===== config.mk =====
export PLATFORM = sky130hd
export DESIGN_NAME = fpu_completion_queue
export DESIGN_NICKNAME = d
export VERILOG_FILES = /design/src/rtl/fpu_completion_queue.sv
export SDC_FILE = /design/constraint.sdc
export NUM_CORES = 1
export LEC_CHECK = 0
export CAP_MARGIN = 0
export CELL_PAD_IN_SITES_DETAIL_PLACEMENT = 0
export CELL_PAD_IN_SITES_GLOBAL_PLACEMENT = 2
export CORE_ASPECT_RATIO = 1.25
export CORE_MARGIN = 8
export CORE_UTILIZATION = 50
export CTS_BUF_LIST = sky130_fd_sc_hd__clkbuf_16
export DETAILED_ROUTE_END_ITERATION = 12
export DONT_BUFFER_PORTS = 1
export PLACE_DENSITY_LB_ADDON = 0.25
export SETUP_SLACK_MARGIN = 0.2
export SKIP_CTS_REPAIR_TIMING = 1
export SLEW_MARGIN = 5
export SYNTH_ARGS = -nofsm -noshare
export SYNTH_HDL_FRONTEND = slang
export SYNTH_SLANG_ARGS = --single-unit

===== constraint.sdc =====
create_clock -name clk -period 7.8 [get_ports clk]
set_input_delay 1.56 -clock clk [delete_from_list [all_inputs] [get_ports clk]]
set_output_delay 1.56 -clock clk [all_outputs]
set_load 0.005 [all_outputs]

===== src/rtl/fpu_completion_queue.sv =====
// In-order completion queue for FPU results: tracks latency, presents the oldest finished entry to writeback, flags RAW hazards.
// Build option FPU_FLAGS_ACCUM_EN adds a sticky exception-flag accumulator (fflags_clr / fflags_acc).
module fpu_completion_queue #(
    parameter int DEPTH = 4
) (
    input  logic                   clk,
    input  logic                   rst,
    input  logic                   issue_valid,
    output logic                   issue_ready,
    input  logic [4:0]             issue_rd,
    input  logic [2:0]             issue_latency,
    input  logic [31:0]            issue_result,
    input  logic [4:0]             issue_flags,
    output logic                   wb_valid,
    input  logic                   wb_ready,
    output logic [4:0]             wb_rd,
    output logic [31:0]            wb_result,
    output logic [4:0]             wb_flags,
    input  logic [4:0]             hz_rs1,
    input  logic [4:0]             hz_rs2,
    input  logic [4:0]             hz_rs3,
    output logic                   hazard,
    input  logic                   flush,
    output logic [$clog2(DEPTH):0] count
`ifdef FPU_FLAGS_ACCUM_EN
    ,
    input  logic                   fflags_clr,
    output logic [4:0]             fflags_acc
`endif
);

    localparam int PW = $clog2(DEPTH);
    localparam int CW = PW + 1;

    logic [DEPTH-1:0] valid_q;
    logic [4:0]       rd_q     [DEPTH];
    logic [31:0]      result_q [DEPTH];
    logic [4:0]       flags_q  [DEPTH];
    logic [2:0]       cnt_q    [DEPTH];

    logic [PW-1:0] head_q, head_d;
    logic [PW-1:0] tail_q, tail_d;
    logic [CW-1:0] count_q, count_d;

    logic       head_done;
    logic       do_issue;
    logic       do_retire;
    logic [2:0] cnt_load;

    // Handshakes: a transfer happens only in a cycle where valid and ready are both
    // high; valid never depends on ready, and a flush cycle cancels both transfers.
    assign issue_ready = (count_q < CW'(DEPTH));
    assign head_done   = valid_q[head_q] && (cnt_q[head_q] == 3'd0);
    assign do_issue    = issue_valid && issue_ready && !flush;
    assign do_retire   = head_done && wb_ready && !flush;
    assign cnt_load    = (issue_latency == 3'd0) ? 3'd0 : issue_latency - 3'd1;

    assign wb_valid  = head_done;
    assign wb_rd     = head_done ? rd_q[head_q]     : 5'd0;
    assign wb_result = head_done ? result_q[head_q] : 32'd0;
    assign wb_flags  = head_done ? flags_q[head_q]  : 5'd0;
    assign count     = count_q;

    always_comb begin
        head_d  = head_q;
        tail_d  = tail_q;
        count_d = count_q;
        if (do_issue) begin
            tail_d = tail_q + 1'b1;
        end
        if (do_retire) begin
            head_d = head_q + 1'b1;
        end
        if (do_issue && !do_retire) begin
            count_d = count_q + 1'b1;
        end else if (!do_issue && do_retire) begin
            count_d = count_q - 1'b1;
        end
    end

    always_comb begin
        hazard = 1'b0;
        for (int i = 0; i < DEPTH; i++) begin
            if (valid_q[i] && ((rd_q[i] == hz_rs1) || (rd_q[i] == hz_rs2) || (rd_q[i] == hz_rs3))) begin
                hazard = 1'b1;
            end
        end
    end

    // Payload fields are not reset; every consumer of them is gated by valid_q.
    always_ff @(posedge clk) begin
        if (rst || flush) begin
            valid_q <= '0;
            head_q  <= '0;
            tail_q  <= '0;
            count_q <= '0;
        end else begin
            head_q  <= head_d;
            tail_q  <= tail_d;
            count_q <= count_d;
            for (int i = 0; i < DEPTH; i++) begin
                if (valid_q[i] && (cnt_q[i] != 3'd0)) begin
                    cnt_q[i] <= cnt_q[i] - 3'd1;
                end
            end
            if (do_issue) begin
                valid_q[tail_q]  <= 1'b1;
                rd_q[tail_q]     <= issue_rd;
                result_q[tail_q] <= issue_result;
                flags_q[tail_q]  <= issue_flags;
                cnt_q[tail_q]    <= cnt_load;
            end
            if (do_retire) begin
                valid_q[head_q] <= 1'b0;
            end
        end
    end

`ifdef FPU_FLAGS_ACCUM_EN
    logic [4:0] fflags_acc_q, fflags_acc_d;

    // Clear takes effect first so a retiring entry's flags survive a coincident clear.
    always_comb begin
        fflags_acc_d = fflags_clr ? 5'd0 : fflags_acc_q;
        if (do_retire) begin
            fflags_acc_d = fflags_acc_d | wb_flags;
        end
    end

    always_ff @(posedge clk) begin
        if (rst) begin
            fflags_acc_q <= 5'd0;
        end else begin
            fflags_acc_q <= fflags_acc_d;
        end
    end

    assign fflags_acc = fflags_acc_q;
`endif

endmodule


==> run summary <==
Detailed routing
- **DRC violation total after the first TritonRoute iteration** 210
- **vias post-DR** 4165
- **remaining antenna violation count** 0
- **via density per instance** 5.55
- **routed wirelength normalized by instance count** 22.0 um
- **DRC** 0
- **total detailed-routing wirelength** 16500 um
- **number of search-and-repair iterations in the first detailed-routing pass** 4

Global routing
- **global router's overall resource usage** 15.7%
- **largest net degree at the start of global routing** 47
- **antenna violations before repair** 0
- **vias in the first global route** 4506
- **wire length of the first global-routing pass** 25700 um
- **Congestion Overflow GR** 0

Clock tree
- **root buffer cell** sky130_fd_sc_hd__clkbuf_16
- **Sink Count** 193
- **H-tree levels** 4
- **clock-pin slew reported for the worst setup and hold paths after clock tree synthesis** 70 ps
- **TritonCTS clock tree** done
- **clock insertion delay at the later pin of the skew report** 420 ps
- **buffers from clock root to sink, at most** 2
- **Inserted Clock Buffers** 17

Power
- **worst-case vdd ir drop** 0.165 mV
- **leakage power total** 2.96 nW
- **pwr/cell area** 217 nW/um^2

Synthesis
- **Distinct cells, synth** 34
- **total of warnings raised by yosys** 0
- **average cell area after synthesis** 16.6 sq um
- **synthesized instance count** 520
- **post-synthesis register bit count** 193
- **count of flip-flops with a built-in enable after synthesis** 180
- **sequential area share after synthesis** 65.4%
- **cell area after synthesis** 8660 sq um
- **Synthesized Nets** 605
- **primary flip-flop cell chosen by synthesis mapping** sky130_fd_sc_hd__edfxtp_1
- **Async SR Flop Fraction** 0%

Timing
- **setup repair after global routing missed its margin** no
- **pin slew with the least headroom to its limit** 1050 ps
- **Min Hold Slack** 523 ps
- **skew final** 9.57 ps
- **number of setup violations in the final report** 0
- **Fin. Hold Viols** 0
- **Final Critical Period** 4450 ps
- **Max Freq** 0.225 GHz
- **Sum Neg Setup Slack** 0 ps
- **Slew HR** 30.0%
- **Pins Over Slew Limit** 0
- **final worst-path cycle share** 57.0%

Setup path
- **Buf/Inv on CP** 2
- **start-to-end type of the worst setup path** reg2out
- **endpoint kind of the worst setup timing path** output pin
- **launching element type of the critical path** flip-flop
- **CP Cell Sequence** buf_4 > inv_1 > a311oi_1 > or3b_4 > nor2b_1
- **required arrival time at the worst endpoint** 6240 ps
- **cell at the slowest stage of the critical path** sky130_fd_sc_hd__or3b_4
- **biggest fanout along the worst timing path** 43
- **delay of the slowest cell on the worst path** 750 ps
- **top cell family by delay on the critical path** simple AND/OR/NAND/NOR gates
- **Worst Path Arrival** 2890 ps

Finish
- **layout-stage area growth over the synthesis result** 8.31%
- **Total Nets Final** 598
- **Fillers** 1381
- **share of layout cells above drive strength 1** 24.0%
- **most frequent standard cell in the layout excluding fill and tap cells** sky130_fd_sc_hd__edfxtp_1
- **commonest cells after routing, fill and taps aside** sky130_fd_sc_hd__edfxtp_1 (180), sky130_fd_sc_hd__xnor2_1 (46), sky130_fd_sc_hd__mux4_2 (43)
- **number of antenna repair diodes** 0

Status
- **result of the run** finished, final reports clean

Floorplanning
- **number of I/O pins** 113
- **die area** 21800 sq um
- **horizontal extent of the die** 134 um
- **total core area** 17200 sq um
- **# rows** 54
- **starting density of the core** 50.2%
- **vertical die dimension** 163 um

Job
- **total of max-cap violations** 0

Place
- **global placement routability congestion** 0.767
- **final HPWL from detailed placement** 11100 um
- **count of buffers from port buffering** 0

Worst hold path
- **min-delay worst type** reg2reg

[worst reg2reg max path, cell delays in order, from the launching register on]
cell and delay, ps:
sky130_fd_sc_hd__dfxtp_2 600, sky130_fd_sc_hd__buf_4 490, sky130_fd_sc_hd__inv_1 90, sky130_fd_sc_hd__a311oi_1 330, sky130_fd_sc_hd__nor3_2 170, sky130_fd_sc_hd__inv_1 90, sky130_fd_sc_hd__ha_1 170, sky130_fd_sc_hd__inv_1 60
sky130_fd_sc_hd__fa_1 380, sky130_fd_sc_hd__xor2_1 170, sky130_fd_sc_hd__or3_1 300, sky130_fd_sc_hd__a21oi_1 150
[sequential cells by signal (all words and copies together) (netlist names), named ones only]
name and cells:
rd_q 20, count 3, tail_q 2, cnt_q 12, valid_q 4, flags_q 20, head_q 2, result_q 128
[metal layers]
metal	part of all wire, %	routed length (um)	vias up	track usage, %
met5	0	0	-	0
met2	52	8590	99	26.5
met4	0.87	144	0	5.17
met3	6.4	1060	8	5.63
met1	41	6740	2140	18.2
li1	-	-	1918	-
[kinds of logic after synthesis]
kind of cell | Yosys count | synth area share (%)
flops | 193 | 65.4
compound gates | 36 | 2.40
simple gates | 100 | 7.57
xor+xnor | 68 | 6.88
mux | 49 | 11.9
buf+inv | 54 | 2.85
fa+ha+maj | 20 | 2.98
[through the flow]
stage	instance area [sq um]	setup WS, ps	cells	power [mW]	util [%]
after floorplan	8660	3770	520	1.22	-
after global placement	8810	3630	718	1.22	51.1
after detailed placement	8810	3630	718	1.23	51.1
after CTS	9380	3200	750	2.05	54.4
after global routing	9380	3030	750	2.09	54.4
final	9380	3350	750	2.03	54.4
[synth_stat cells (all sizes together) (9+ instances only)]
cell type | count | area (sq um)
dfxtp | 13 | 260
nand3 | 9 | 45.0
a21oi | 15 | 75.1
nor2b | 43 | 367
ha | 19 | 238
nand2 | 10 | 37.5
mux4 | 43 | 968
xor2 | 22 | 193
inv | 27 | 101
buf | 10 | 81.3
o21ai | 9 | 45.0
xnor2 | 46 | 403
edfxtp | 180 | 5410
nor2 | 19 | 71.3
clkbuf | 17 | 63.8
[cell type report]
cell class              count  area, sq um  area share (%)
clock buffers              17          425            4.54
clock inverters            15          144            1.53
inverters                  27          101            1.08
multi-input cells         273         2750            29.3
flip-flops and latches    193         5670            60.5
well taps                 224          280            2.99
repair buffers              1         7.51          0.0801
[worst paths after layout]
| check | startpoint | to | slack [ps] | cells past startpoint |
|---|---|---|---|---|
| worst max-delay path | flip-flop | wb_rd[4] | 3350 | 5 |
| worst min-delay path | tail_q[1]$_SDFFE_PN0P_ | tail_q[1]$_SDFFE_PN0P_ | 520 | 2 |
| worst max register to register | flip-flop | count[2]$_SDFFE_PN0P_ | 4720 | 11 |
| worst min register to register | tail_q[1]$_SDFFE_PN0P_ | tail_q[1]$_SDFFE_PN0P_ | 520 | 2 |
[power breakdown]
part / internal, mW / total (mW) / switching [mW] / leakage (nW)
Clock: 0.449 / 0.829 / 0.381 / 0.274
Combinational: 0.0271 / 0.0534 / 0.0264 / 0.956
Sequential: 1.14 / 1.15 / 0.00550 / 1.73
(Power assumes the default switching activity.)
